--- src/rtl/uart_tx_param.sv ---
// rtl/uart_tx_param.sv - oversampled UART transmitter with holding register, parity, stop length and break
module uart_tx_param #(
    parameter int NUM_TICKS     = 16,
    parameter int MAX_DATA_BITS = 8
) (
    input  logic                     clk,
    input  logic                     reset,
    input  logic                     tick,
    input  logic                     s_valid,
    output logic                     s_ready,
    input  logic [MAX_DATA_BITS-1:0] s_data,
    input  logic [1:0]               data_bits,
    input  logic [1:0]               parity_mode,
    input  logic [1:0]               stop_bits,
    input  logic                     send_break,
    output logic                     tx_out,
    output logic                     busy,
    output logic                     tx_done
);

    // Tick counter must reach 2*NUM_TICKS-1 for a two-bit stop.
    localparam int SW = $clog2(2 * NUM_TICKS);
    localparam int NW = $clog2(MAX_DATA_BITS + 1);

    localparam logic [SW-1:0] BIT_LAST    = SW'(NUM_TICKS - 1);
    localparam logic [SW-1:0] STOP15_LAST = SW'((3 * NUM_TICKS) / 2 - 1);
    localparam logic [SW-1:0] STOP2_LAST  = SW'(2 * NUM_TICKS - 1);

    typedef enum logic [5:0] {
        ST_IDLE   = 6'b000001,
        ST_START  = 6'b000010,
        ST_DATA   = 6'b000100,
        ST_PARITY = 6'b001000,
        ST_STOP   = 6'b010000,
        ST_BREAK  = 6'b100000
    } state_t;

    state_t                   state_q, state_d;
    logic [SW-1:0]            s_q, s_d;
    logic [NW-1:0]            n_q, n_d;
    logic [MAX_DATA_BITS-1:0] shift_q, shift_d;
    logic [MAX_DATA_BITS-1:0] hold_q, hold_d;
    logic                     hold_full_q, hold_full_d;
    logic                     s_ready_q;
    logic                     tx_q, tx_d;
    logic                     done_q, done_d;
    logic [NW-1:0]            nbits_q, nbits_d;
    logic                     par_en_q, par_en_d;
    logic                     par_bit_q, par_bit_d;
    logic [1:0]               stop_q, stop_d;
    logic                     brk_q, brk_d;

    logic [NW-1:0]            nbits_in;
    logic                     par_x;
    logic                     par_in;
    logic [SW-1:0]            stop_last;
    logic                     load;
    logic                     take;

    // Requested data length 5..8, clamped to the width of s_data.
    assign nbits_in = ((32'd5 + 32'(data_bits)) > 32'(MAX_DATA_BITS))
                    ? NW'(MAX_DATA_BITS) : NW'(32'd5 + 32'(data_bits));

    assign load    = s_valid && s_ready_q;
    assign s_ready = s_ready_q;
    assign tx_out  = tx_q;
    assign tx_done = done_q;
    assign busy    = (state_q != ST_IDLE);

    // Parity of the held byte over the selected data bits only.
    always_comb begin
        par_x = 1'b0;
        for (int i = 0; i < MAX_DATA_BITS; i++) begin
            if (i < int'(nbits_in)) begin
                par_x = par_x ^ hold_q[i];
            end
        end
        case (parity_mode)
            2'b01:   par_in = par_x;
            2'b10:   par_in = ~par_x;
            default: par_in = 1'b1;
        endcase
    end

    // Last tick index of the stop period for the latched stop length.
    always_comb begin
        case (stop_q)
            2'b00:   stop_last = BIT_LAST;
            2'b01:   stop_last = STOP15_LAST;
            default: stop_last = STOP2_LAST;
        endcase
    end

    // Next-state, holding register and registered line level.
    always_comb begin
        state_d     = state_q;
        s_d         = s_q;
        n_d         = n_q;
        shift_d     = shift_q;
        hold_d      = hold_q;
        hold_full_d = hold_full_q;
        nbits_d     = nbits_q;
        par_en_d    = par_en_q;
        par_bit_d   = par_bit_q;
        stop_d      = stop_q;
        brk_d       = brk_q;
        done_d      = 1'b0;
        take        = 1'b0;

        case (state_q)
            ST_IDLE: begin
                if (send_break) begin
                    state_d = ST_BREAK;
                    stop_d  = stop_bits;
                    brk_d   = 1'b1;
                end else if (hold_full_q) begin
                    take = 1'b1;
                end
            end
            ST_START: begin
                if (tick) begin
                    if (s_q == BIT_LAST) begin
                        s_d     = '0;
                        n_d     = '0;
                        state_d = ST_DATA;
                    end else begin
                        s_d = s_q + SW'(1);
                    end
                end
            end
            ST_DATA: begin
                if (tick) begin
                    if (s_q == BIT_LAST) begin
                        s_d     = '0;
                        shift_d = shift_q >> 1;
                        if (n_q == nbits_q - NW'(1)) begin
                            state_d = par_en_q ? ST_PARITY : ST_STOP;
                        end else begin
                            n_d = n_q + NW'(1);
                        end
                    end else begin
                        s_d = s_q + SW'(1);
                    end
                end
            end
            ST_PARITY: begin
                if (tick) begin
                    if (s_q == BIT_LAST) begin
                        s_d     = '0;
                        state_d = ST_STOP;
                    end else begin
                        s_d = s_q + SW'(1);
                    end
                end
            end
            ST_STOP: begin
                if (tick) begin
                    if (s_q == stop_last) begin
                        s_d    = '0;
                        done_d = !brk_q;
                        // Uses the registered flag, so a byte loaded on this edge waits for IDLE.
                        if (hold_full_q) begin
                            take = 1'b1;
                        end else begin
                            state_d = ST_IDLE;
                        end
                    end else begin
                        s_d = s_q + SW'(1);
                    end
                end
            end
            ST_BREAK: begin
                if (!send_break) begin
                    state_d = ST_STOP;
                    s_d     = '0;
                end
            end
            default: begin
                state_d = ST_IDLE;
                s_d     = '0;
                n_d     = '0;
            end
        endcase

        if (take) begin
            state_d     = ST_START;
            shift_d     = hold_q;
            nbits_d     = nbits_in;
            par_en_d    = (parity_mode != 2'b00);
            par_bit_d   = par_in;
            stop_d      = stop_bits;
            brk_d       = 1'b0;
            s_d         = '0;
            n_d         = '0;
            hold_full_d = 1'b0;
        end

        if (load) begin
            hold_d      = s_data;
            hold_full_d = 1'b1;
        end

        case (state_d)
            ST_START:  tx_d = 1'b0;
            ST_DATA:   tx_d = shift_d[0];
            ST_PARITY: tx_d = par_bit_d;
            ST_BREAK:  tx_d = 1'b0;
            default:   tx_d = 1'b1;
        endcase
    end

    // State and datapath registers with asynchronous reset.
    always_ff @(posedge clk or posedge reset) begin
        if (reset) begin
            state_q     <= ST_IDLE;
            s_q         <= '0;
            n_q         <= '0;
            shift_q     <= '0;
            hold_q      <= '0;
            hold_full_q <= 1'b0;
            s_ready_q   <= 1'b1;
            tx_q        <= 1'b1;
            done_q      <= 1'b0;
            nbits_q     <= '0;
            par_en_q    <= 1'b0;
            par_bit_q   <= 1'b0;
            stop_q      <= 2'b00;
            brk_q       <= 1'b0;
        end else begin
            state_q     <= state_d;
            s_q         <= s_d;
            n_q         <= n_d;
            shift_q     <= shift_d;
            hold_q      <= hold_d;
            hold_full_q <= hold_full_d;
            s_ready_q   <= !hold_full_d;
            tx_q        <= tx_d;
            done_q      <= done_d;
            nbits_q     <= nbits_d;
            par_en_q    <= par_en_d;
            par_bit_q   <= par_bit_d;
            stop_q      <= stop_d;
            brk_q       <= brk_d;
        end
    end

endmodule

--- config.mk ---
export PLATFORM = sky130hd
export DESIGN_NAME = uart_tx_param
export DESIGN_NICKNAME = d
export VERILOG_FILES = /design/src/rtl/uart_tx_param.sv
export SDC_FILE = /design/constraint.sdc
export NUM_CORES = 1
export LEC_CHECK = 0
export CAP_MARGIN = 20
export CORE_MARGIN = 2
export CORE_UTILIZATION = 45
export CTS_CLUSTER_SIZE = 20
export DETAILED_ROUTE_END_ITERATION = 8
export PLACE_DENSITY = 0.75
export SLEW_MARGIN = 20
export SYNTH_ARGS = -nofsm -noshare
export SYNTH_HDL_FRONTEND = slang
export SYNTH_SLANG_ARGS = --single-unit
--- constraint.sdc ---
create_clock -name clk -period 3.72 [get_ports clk]
set_input_delay 0.744 -clock clk [delete_from_list [all_inputs] [get_ports clk]]
set_output_delay 0.744 -clock clk [all_outputs]
set_load 0.03 [all_outputs]
After elaboration in Yosys (flattened, before gate mapping)
Index checks and enable logic that the tools add are counted.
{"block": "op_classes", "n_addsub": 4, "magnitude_cmp": 9, "eq_ne": 27, "n_mux": 62, "bitwise_logic": 8, "reduce_logical": 17}
{"operator": "6-bit two-way mux", "n": 13}
{"operator": "6-bit one-hot mux with 6 select lines", "n": 1}
{"operator": "5-bit two-way mux", "n": 7}
{"operator": "32-bit by 4-bit > comparator with 1-bit output (second input constant)", "n": 1}
{"operator": "8-bit two-way mux", "n": 4}
{"operator": "4-bit two-way mux", "n": 7}
{"operator": "1-bit two-way mux", "n": 21}
{"operator": "3-bit != test (second input constant)", "n": 7}
{"operator": "5-bit one-hot mux with 4 select lines", "n": 1}
{"operator": "3-bit by 4-bit < comparator with 1-bit output (first input constant)", "n": 4}
{"operator": "6-bit by 2-bit equality test with 1-bit output (second input constant)", "n": 2}
{"operator": "6-bit by 3-bit equality test with 1-bit output (second input constant)", "n": 2}
{"operator": "6-bit by 4-bit equality test with 1-bit output (second input constant)", "n": 2}
{"operator": "6-bit equality test (second input constant)", "n": 2}
{"operator": "4-bit one-hot mux with 3 select lines", "n": 1}
{"operator": "2-bit nonzero test", "n": 6}
{"operator": "5-bit one-hot mux with 2 select lines", "n": 1}
{"operator": "1-bit by 4-bit < comparator with 1-bit output (first input constant)", "n": 2}
{"operator": "2-bit by 4-bit < comparator with 1-bit output (first input constant)", "n": 2}
{"operator": "1-bit bitwise XOR", "n": 7}
{"operator": "6-bit by 1-bit equality test with 1-bit output (second input constant)", "n": 1}
{"operator": "6-bit by 5-bit equality test with 1-bit output (second input constant)", "n": 1}
{"operator": "2-bit two-way mux", "n": 3}
{"operator": "6-bit by 1-bit != test with 1-bit output (second input constant)", "n": 1}
{"operator": "other kinds (25)", "n": 28}
{"block": "word_totals", "register_bits": 44, "input_bits": 19, "output_inout_bits": 4, "elab_cells": 142}

Longest topological paths before layout
Gate-level depths: netlist (run 1).
{"block": "depth", "ltp_word": 23, "depth_mapped": 11, "mapped_depth_nobuf": 11}

Least setup slack after synthesis (run 1)
No wires, ideal clock.
{"block": "synth_path", "path_kind": "register to register", "from": "register s_q[0]", "to": "register n_q[1]", "setup_time_ps": 67, "arrival_ps": 2204, "path_slack_ps": 1449, "path_stages_with_launch": 12, "path_buffers": 0, "path_cell_list": "dfrtp_1 > ha_1 > and2_1 > nand2_1 > inv_1 > ha_1 > nand2_1 > or4b_1 > nand2_1 > a21oi_1 > a21oi_1 > a32o_1"}
{"block": "synth_between", "elab_chain_cells": 6}
{"element": "from (decl)", "line": "39", "rtl": "logic [SW-1:0] s_q, s_d;"}
{"element": "from (signal assigned)", "line": "216", "rtl": "s_q <= '0;"}
{"element": "from (signal assigned)", "line": "231", "rtl": "s_q <= s_d;"}
{"element": "5-bit equality test", "line": "158", "rtl": "if (s_q == stop_last) begin"}
{"element": "1-bit two-way mux", "line": "158"}
{"element": "1-bit two-way mux", "line": "157", "rtl": "if (tick) begin"}
{"element": "1-bit one-hot mux with 2 select lines", "line": "110", "rtl": "case (state_q)"}
{"element": "3-bit != test (no source line) / 2-bit by 1-bit != test with 1-bit output (equally long branches)"}
{"element": "6-bit AND reduction (no source line)"}
{"element": "to (signal assigned)", "line": "232", "rtl": "n_q <= n_d;"}
{"element": "to (decl)", "line": "40", "rtl": "logic [NW-1:0] n_q, n_d;"}
Parallel ways exist; a longest one is shown, timed or not.
A chain may end at the register's enable or synchronous reset.

Final worst setup path (run 1)
{"block": "layout_path", "from": "register state_q[3]", "to": "output port busy"}
{"block": "layout_between", "elab_chain_cells": 1}
{"element": "from (decl)", "line": "38", "rtl": "state_t state_q, state_d;"}
{"element": "from (signal assigned)", "line": "230", "rtl": "state_q <= state_d;"}
{"element": "6-bit by 1-bit != test with 1-bit output", "line": "68", "rtl": "assign busy = (state_q != ST_IDLE);"}
{"element": "to (decl)", "line": "17", "rtl": "output logic busy,"}
No other way between the ends.

==> run summary, run 1 <==
Status: completed
Hold buffer count at cts: 0
Unrepaired setup endpoints after global routing: no
Share of cells above drive strength 1: 0.110
Total setup buffers inserted after CTS: 0
Boundary Pins: 23
First-pass GRT wire length: 8860 um
Main synth FF type: dfrtp_1
Final HPWL DP: 3740 um
Sequential share of power: 0.396
Max_cap viols: 0
Setup-failing EPs final: 0
Mapped cell area: 2540 um^2
Tcrit/Tclk final: 0.771
WP data required: 2.98 ns
Vias in the first global route: 1930
Routed wire length: 5040 um
Crit path DAT: 2.12 ns
Post-place setup slack: 0.924 ns
Clock Latency Late Sink: 0.29 ns
Actual slew at the worst max-slew pin: 0.576 ns
Clk buf depth: 2
Worst setup SP type: register
DR WL/cell: 14.6 um
Cell taking the most area after synthesis: dfrtp_1
Async set-reset flop share out of synthesis: 1.00
Worst min path class: reg2reg
H-Tree Depth: 2
Leak pwr: 1.32 nW
Max IR drop VDD: 583 uV
FP Rows: 27
Final Util: 0.529
Detailed Routing Iterations Pass 1: 4
Count of buffers from port buffering: 22
CP Capture Type: primary output
Max_slew headroom: 0.616
Gr usage total: 0.178
Power share of the clock group: 0.149
Register bit total from synthesis: 44
Mapped Avg Cell Area: 10.1 um^2
Drt drc: 0
First-iteration detailed-routing DRC count: 78
Most common cell in the netlist: dfrtp_1
Top post-synthesis cells by area: dfrtp_1 (40%), ha_1 (5.9%), mux2_2 (4.4%)
Largest net degree at the start of global routing: 28
Syn Nets: 283
Die width: 79.2 um
Starting density of the core: 0.465
Total CTS buffers: 5
Via count: 1934
Antenna Cells: 0
Sw Ratio: 0.389
Internal Power: 1.27 mW
Congestion Overflow GR: 0
Max-slew violations: 0
Initial antenna violation count: 0
CTS resizes: 0
Clk pin slew, worst setup/hold paths: 0.08 ns
Die Ht: 79.2 um
Layout Skew: 0.00779 ns
GP Congestion: 0.848
Synthesis Warnings: 0
Vias/cell: 5.61
Number of synthesized flops with an enable pin: 0
NetSw: 0.811 mW
Maximum clock rate: 0.349 GHz
CP Max Fanout: 11
Clock tree from TritonCTS: built
Placeable Area: 5470 um^2
ANT nets after route: 0
Netlist cell types: 54
Sequential-to-total area share from yosys stat: 0.434
Worst Setup Slack, final: 0.852 ns
Final min period: 2.87 ns
Synth-to-layout area growth: 13.7%
Setup TNS: 0 ns
Die ar.: 6270 um^2
Syn Inst Count: 252
Setup CP Type: reg2out
Synth cell count leaders: dfrtp_1 (41), nand2_1 (23), nor2_1 (17), inv_1 (15), o21ai_0 (15)
CTS root buf: clkbuf_8
Pwr Density: 720 nW/um^2
Area share of the largest cell type after synthesis: 0.403
Final #Nets: 303
# clock sinks: 44
Combinational fraction of design power: 0.455
Final hold violation count: 0
==> final timing paths <==
| path | start | to | slack, ns | depth (start not counted) |
|---|---|---|---|---|
| max in group asynchronous | reset | tx_out | 2.18 | 3 |
| min in group asynchronous | reset | shift_q[2] | 0.82 | 2 |
| worst max-delay path | state_q[3] | busy | 0.85 | 3 |
| worst min register to register | brk_q | tx_done | 0.46 | 1 |
| worst max register to register | s_q[0] | tx_out | 1.05 | 11 |
| worst min-delay path | brk_q | tx_done | 0.46 | 1 |
==> metrics by stage <==
| step | hold slack (ns) | power [mW] | cell area [um^2] | instances |
|---|---|---|---|---|
| after floorplan | 0.413 | 1.59 | 2540 | 252 |
| after CTS | 0.462 | 2.10 | 2890 | 345 |
| after global routing | 0.481 | 2.24 | 2890 | 345 |
| final | 0.455 | 2.08 | 2890 | 345 |
| after global placement | 0.447 | 1.75 | 2800 | 337 |
| after detailed placement | 0.451 | 1.78 | 2800 | 337 |
==> power by group through the flow <==
stage	Sequential (mW)	Clock, mW	Combinational [mW]
2_1_floorplan	0.784	0	0.804
3_3_place_gp	0.827	0	0.925
3_5_place_dp	0.832	0	0.951
4_1_cts	0.824	0.317	0.958
5_1_grt	0.850	0.334	1.05
6_report	0.826	0.311	0.948
==> state kept, by name, summed over array words and instances, names as in the netlist, 2 cells and up <==
| register | count |
|---|---|
| hold_q | 8 |
| n_q | 4 |
| nbits_q | 4 |
| s_q | 5 |
| shift_q | 8 |
| state_q | 6 |
| stop_q | 2 |
==> critical path: stages, from the launching register on <==
cell and delay [ns]:
dfrtp_1 0.51, nor4_1 0.42, nand3b_1 0.25, clkdlybuf4s50_1 0.65
==> placed cells by master (no fill, tap or decap), types with 7 or more instances in the layout <==
| cell | netlist | final |
|---|---|---|
| a21o_1 | 7 | 7 |
| clkdlybuf4s50_1 | 0 | 22 |
| dfrtp_1 | 41 | 41 |
| ha_1 | 12 | 12 |
| inv_1 | 15 | 14 |
| mux2_2 | 10 | 10 |
| nand2_1 | 23 | 23 |
| nor2_1 | 17 | 17 |
| o21ai_0 | 15 | 15 |
| xnor2_1 | 11 | 11 |
==> logic make-up (layout without fill, tap and decap cells) <==
| logic type | after synthesis | count (layout) | share of synthesized area |
|---|---|---|---|
| muxes | 15 | 15 | 0.0639 |
| buffers and inverters | 26 | 47 | 0.0492 |
| and+or+nand+nor | 80 | 80 | 0.167 |
| DFF | 44 | 44 | 0.434 |
| AOI/OAI and AO/OA | 58 | 58 | 0.169 |
| adders and majority gates | 12 | 12 | 0.0590 |
| xor gates and xnor gates | 17 | 17 | 0.0585 |
==> per-layer routing <==
| layer | vias to the layer above | GRT usage | wire, um |
|---|---|---|---|
| li1 | 943 | - | - |
| met1 | 937 | 0.247 | 2450 |
| met2 | 50 | 0.284 | 2340 |
| met3 | 4 | 0.0284 | 190 |
| met4 | 0 | 0.0569 | 57 |
| met5 | - | 0 | 0 |
==> final cells by class <==
type | instances | area, um^2
clock buffers | 6 | 82.6
clock inverters | 2 | 10.0
fillers | 509 | 2580
inverters | 15 | 56.3
multi-input cells | 182 | 1320
flip-flops and latches | 44 | 1100
well taps | 72 | 90.1
repair buffers | 24 | 235
Note: power is estimated with default switching activity, not from simulation.
==> run 2, diff against run 1 <==
--- a/config.mk
+++ b/config.mk
@@ -10,7 +10,7 @@
 export CORE_UTILIZATION = 45
 export CTS_CLUSTER_SIZE = 20
 export DETAILED_ROUTE_END_ITERATION = 8
-export PLACE_DENSITY = 0.75
+export PLACE_DENSITY = 0.77
 export SLEW_MARGIN = 20
 export SYNTH_ARGS = -nofsm -noshare
 export SYNTH_HDL_FRONTEND = slang
==> constraint.sdc (replaced) <==
create_clock -name clk -period 2.4 [get_ports clk]
set_input_delay 0.48 -clock clk [delete_from_list [all_inputs] [get_ports clk]]
set_output_delay 0.48 -clock clk [all_outputs]
set_load 0.03 [all_outputs]
==> run summary, run 2 (synthesized netlist as in run 1, its figures left out) <==
Status: completed (unchanged)
H-Tree Depth: 2 (unchanged)
DR WL/cell: 14.4 um (was 14.6 um)
ANT nets after route: 0 (unchanged)
Crit path DAT: 1.78 ns (was 2.12 ns)
Total CTS buffers: 5 (unchanged)
Die width: 79.2 um (unchanged)
Clk buf depth: 2 (unchanged)
Share of cells above drive strength 1: 0.163 (was 0.110)
CP Capture Type: primary output (unchanged)
Die ar.: 6270 um^2 (unchanged)
Hold_ws: 0.438 ns (was 0.455 ns)
Actual slew at the worst max-slew pin: 0.555 ns (was 0.576 ns)
Final #Nets: 318 (was 303)
First-pass GRT wire length: 8900 um (was 8860 um)
Congestion Overflow GR: 0 (unchanged)
Commonest non-fill, non-tap cell in the layout: dfrtp_1 (unchanged)
Final hold violation count: 0 (unchanged)
Placeable Area: 5470 um^2 (unchanged)
Via count: 1977 (was 1934)
Boundary Pins: 23 (unchanged)
Clk pin slew, worst setup/hold paths: 0.08 ns (about the same)
Routed wire length: 5180 um (was 5040 um)
Worst Setup Slack, final: 0.140 ns (was 0.852 ns)
CTS root buf: clkbuf_8 (unchanged)
Clock Latency Late Sink: 0.30 ns (was 0.29 ns)
CP Max Fanout: 10 (was 11)
Commonest cells after routing, fill and taps aside: dfrtp_1 (41), nand2_1 (23), clkdlybuf4s50_1 (21) (was dfrtp_1 (41), nand2_1 (23), clkdlybuf4s50_1 (22))
Layout Skew: 0.00300 ns (was 0.00779 ns)
Max-slew violations: 0 (unchanged)
Starting density of the core: 0.465 (unchanged)
Max_slew headroom: 0.630 (was 0.616)
Final HPWL DP: 3830 um (was 3740 um)
Initial antenna violation count: 0 (unchanged)
Worst setup SP type: register (unchanged)
Worst min path class: reg2reg (unchanged)
Max_cap viols: 0 (unchanged)
Synth-to-layout area growth: 18.5% (was 13.7%)
Final min period: 2.26 ns
Vias/cell: 5.49 (was 5.61)
Maximum clock rate: 0.443 GHz
Post-place setup slack: -0.0371 ns (was 0.924 ns)
Die Ht: 79.2 um (unchanged)
Largest net degree at the start of global routing: 45 (was 28)
Leak pwr: 1.39 nW (was 1.32 nW)
GP Congestion: 0.850 (was 0.848)
First-iteration detailed-routing DRC count: 159 (was 78)
Count of buffers from port buffering: 22 (unchanged)
Regs by FF count: hold_q (8), shift_q (8), state_q (6) (unchanged)
# clock sinks: 44 (unchanged)
Tcrit/Tclk final: 0.942
FP Rows: 27 (unchanged)
Hold buffer count at cts: 0 (unchanged)
WP data required: 1.92 ns (was 2.98 ns)
Pwr Density: 1090 nW/um^2 (was 720 nW/um^2)
Detailed Routing Iterations Pass 1: 4 (unchanged)
Antenna Cells: 0 (unchanged)
Clock tree from TritonCTS: built (unchanged)
Max IR drop VDD: 594 uV (was 583 uV)
Setup CP Type: reg2out (unchanged)
Drt drc: 0 (unchanged)
Setup-failing EPs final: 0 (unchanged)
Gr usage total: 0.179 (was 0.178)
Vias in the first global route: 1974 (was 1930)
==> run 2: where the power goes <==
group	switching [mW]	total, mW	internal [mW]	leakage, nW
registers	0.236	1.27	1.03	0.548
logic	0.785	1.55	0.765	0.799
clock network	0.255	0.459	0.204	0.0412
total	1.28	3.28	2.00	1.39
==> run 2: worst max-delay path, cell delays in order (launching register included) <==
cell and delay [ns]:
dfrtp_1 0.51, nor4_2 0.35, nand3b_1 0.21, dlygate4sd2_1 0.41
==> run 2: path summary, 6_finish.rpt <==
path                            start          to  slack, ns  depth (start not counted)
min in group asynchronous       reset   hold_q[3]       0.62                          3
setup reg to reg               s_q[0]  shift_q[5]       0.15                         12
setup / recovery           state_q[2]        busy       0.14                          3
hold / removal                  brk_q     tx_done       0.44                          1
max in group asynchronous       reset  state_q[0]       1.39                          3
hold reg to reg                 brk_q     tx_done       0.44                          1
==> run 2: layout make-up <==
type,count,area [um^2]
clock buffer,6,72.6
clock inverter,2,12.5
fill,493,2460
inverter,15,56.3
multi-input combinational,182,1330
sequential,44,1100
tap,72,90.1
timing repair buffer,39,347
==> run 2: stage by stage <==
step / cell area [um^2] / TNS (ns) / power (mW) / cells / util
floorplan: 2540 / 0 / 2.46 / 252 / -
global placement: 2890 / 0 / 2.74 / 349 / 0.528
detailed placement: 2890 / -0.0371 / 2.79 / 349 / 0.528
CTS: 2980 / 0 / 3.25 / 357 / 0.544
global route: 3020 / -0.00301 / 3.52 / 360 / 0.551
finish: 3020 / 0 / 3.28 / 360 / 0.551
==> run 2: per-layer routing <==
layer | part of all wire | vias to the layer above | global-route usage
met1 | 0.45 | 955 | 0.232
met4 | 0.014 | 0 | 0.0638
met3 | 0.043 | 6 | 0.0284
met5 | 0 | - | 0
met2 | 0.50 | 42 | 0.305
li1 | - | 974 | -
==> run 2: timing repair <==
action	CTS	global route
endpoints found under the setup margin	1	17
pin swaps	0	1
buffers inserted	0	3
gates resized for setup	1	4
==> run 3, diff against run 2 <==
--- a/config.mk
+++ b/config.mk
@@ -10,7 +10,7 @@
 export CORE_UTILIZATION = 45
 export CTS_CLUSTER_SIZE = 20
 export DETAILED_ROUTE_END_ITERATION = 8
-export PLACE_DENSITY = 0.77
+export PLACE_DENSITY = 0.75
 export SLEW_MARGIN = 20
 export SYNTH_ARGS = -nofsm -noshare
 export SYNTH_HDL_FRONTEND = slang
==> constraint.sdc (replaced) <==
create_clock -name clk -period 2.1 [get_ports clk]
set_input_delay 0.42 -clock clk [delete_from_list [all_inputs] [get_ports clk]]
set_output_delay 0.42 -clock clk [all_outputs]
set_load 0.03 [all_outputs]
==> run summary, run 3 (synthesized netlist as in run 1, its figures left out) <==
Placed inst area: 3050 um^2 (was 2890 um^2)
Max IR drop VDD: 749 uV (was 594 uV)
Unrepaired setup endpoints after global routing: yes
Pwr Density: 1260 nW/um^2 (was 1090 nW/um^2)
Max_slew headroom: 0.672 (was 0.630)
Die ar.: 6270 um^2 (unchanged)
GP Congestion: 0.889 (was 0.850)
Setup CP Type: reg2reg (was reg2out)
Internal Power: 2.60 mW (was 2.00 mW)
Maximum clock rate: 0.468 GHz
DR WL/cell: 15.5 um (was 14.4 um)
Clock Latency Late Sink: 0.31 ns (was 0.30 ns)
H-Tree Depth: 2 (unchanged)
Hold_ws: 0.443 ns (was 0.438 ns)
Initial antenna violation count: 0 (unchanged)
Max_cap viols: 0 (unchanged)
ANT nets after route: 0 (unchanged)
Worst min path class: reg2reg (unchanged)
Starting density of the core: 0.465 (unchanged)
NetSw: 1.57 mW (was 1.28 mW)
Setup-failing EPs final: 1 (was 0)
Clock tree from TritonCTS: built (unchanged)
Final #Nets: 339 (was 318)
Sequential share of power: 0.345 (was 0.387)
Crit path DAT: 2.36 ns (was 1.78 ns)
Placeable Area: 5470 um^2 (unchanged)
Clk buf depth: 2 (unchanged)
Congestion Overflow GR: 0 (unchanged)
Combinational fraction of design power: 0.486 (was 0.473)
Sw Ratio: 0.377 (was 0.390)
Count of buffers from port buffering: 22 (unchanged)
Leak pwr: 1.54 nW (was 1.39 nW)
Failing checks: setup timing
Regs by FF count: hold_q (8), shift_q (8), state_q (6) (unchanged)
Final hold violation count: 0 (unchanged)
Synth-to-layout area growth: 29.9% (was 18.5%)
Antenna Cells: 0 (unchanged)
CP Max Fanout: 4 (was 10)
Drt drc: 0 (unchanged)
Share of cells above drive strength 1: 0.272 (was 0.163)
Final Util: 0.604 (was 0.551)
Detailed Routing Iterations Pass 1: 4 (unchanged)
CP Capture Type: register (was primary output)
Routed wire length: 5900 um (was 5180 um)
Worst setup SP type: register (unchanged)
Largest net degree at the start of global routing: 45 (unchanged)
Total CTS buffers: 5 (unchanged)
WP data required: 2.32 ns (was 1.92 ns)
Vias in the first global route: 2140 (was 1974)
Die Ht: 79.2 um (unchanged)
First-pass GRT wire length: 9490 um (was 8900 um)
Finished Cell Area: 3310 um^2 (was 3020 um^2)
Actual slew at the worst max-slew pin: 0.487 ns (was 0.555 ns)
Hold buffer count at cts: 0 (unchanged)
Via count: 2125 (was 1977)
Die width: 79.2 um (unchanged)
Worst Setup Slack, final: -0.0345 ns (was 0.140 ns)
R2R Setup Slk: -0.03 ns (was 0.15 ns)
Gr usage total: 0.192 (was 0.179)
Power share of the clock group: 0.169 (was 0.140)
FP Rows: 27 (unchanged)
Vias/cell: 5.58 (was 5.49)
Status: finished with violations (was completed)
Tcrit/Tclk final: 1.02
Final HPWL DP: 4030 um (was 3830 um)
Layout Skew: 0.0100 ns (was 0.00300 ns)
Commonest non-fill, non-tap cell in the layout: dfrtp_1 (unchanged)
First-iteration detailed-routing DRC count: 114 (was 159)
Max-slew violations: 0 (unchanged)
CTS root buf: clkbuf_8 (unchanged)
Setup TNS: -0.0345 ns (was 0 ns)
# clock sinks: 44 (unchanged)
Clk pin slew, worst setup/hold paths: 0.09 ns (was 0.08 ns)
Commonest cells after routing, fill and taps aside: dfrtp_1 (41), buf_4 (36), clkdlybuf4s50_1 (21) (was dfrtp_1 (41), nand2_1 (23), clkdlybuf4s50_1 (21))
Boundary Pins: 23 (unchanged)
Final min period: 2.13 ns
## run 3: cell count changes in the layout (fill, tap and decap cells not counted), moves of 2 or more
cell / before / now
and2_1: 2 / 0
o21ai_0: 15 / 12
nand2_2: 0 / 2
buf_4: 17 / 36
nand2_1: 23 / 20
buf_12: 0 / 2
o21ai_1: 0 / 3
and2_4: 0 / 2
## run 3: repair_timing
item,in CTS,in global routing
setup buffers,4,6
gates cloned,0,0
endpoints found under the setup margin,5,28
resized for setup,10,10
pin swaps,5,8
## run 3: final cells by class
type                       instances  area, um^2
clock buffer                       6        82.6
clock inverter                     2        38.8
fill                             464        2170
inverter                          15        56.3
multi-input combinational        182        1400
sequential                        44        1100
tap                               72        90.1
timing repair buffer              60         532
## run 3: layer usage
layer | global-route usage | wire length [um] | vias to the layer above
met3 | 0.0295 | 225 | 13
met5 | 0 | 0 | -
li1 | - | - | 1017
met2 | 0.325 | 2910 | 48
met1 | 0.245 | 2640 | 1047
met4 | 0.0810 | 126 | 0
## run 3: path summary, 6_finish.rpt
kind	from	to	depth (start not counted)
min	brk_q	tx_done	1
min in group asynchronous	reset	s_q[2]	3
max in group asynchronous	reset	tx_out	3
max reg2reg	s_q[1]	tx_out	12
max	s_q[1]	tx_out	12
min reg2reg	brk_q	tx_done	1
## run 3: metrics by stage
step | power [mW] | std cells | setup slack, ns
after floorplan | 2.86 | 252 | 0.00360
after global placement | 3.26 | 364 | -0.158
after detailed placement | 3.31 | 364 | -0.164
after CTS | 4.05 | 376 | 0.00595
after global routing | 4.44 | 381 | -0.172
final | 4.18 | 381 | -0.0345
## run 3: power by group through the flow
stage / clock network (mW) / logic (mW) / registers (mW)
after floorplan: 0 / 1.47 / 1.39
after global placement: 0 / 1.81 / 1.44
after detailed placement: 0 / 1.85 / 1.46
after CTS: 0.717 / 1.89 / 1.44
after global routing: 0.745 / 2.22 / 1.48
final: 0.706 / 2.03 / 1.44
## run 3: critical path, cell delays in order, from the launching register on
cell       delay, ns
dfrtp_1         0.36
ha_2            0.18
and2_4          0.14
nand2_2         0.06
inv_2           0.07
ha_4            0.15
nand2_4         0.06
buf_12          0.13
nor3_4          0.23
nand2_1         0.08
o21ai_0         0.25
nor2b_2         0.27
a2111oi_4       0.06
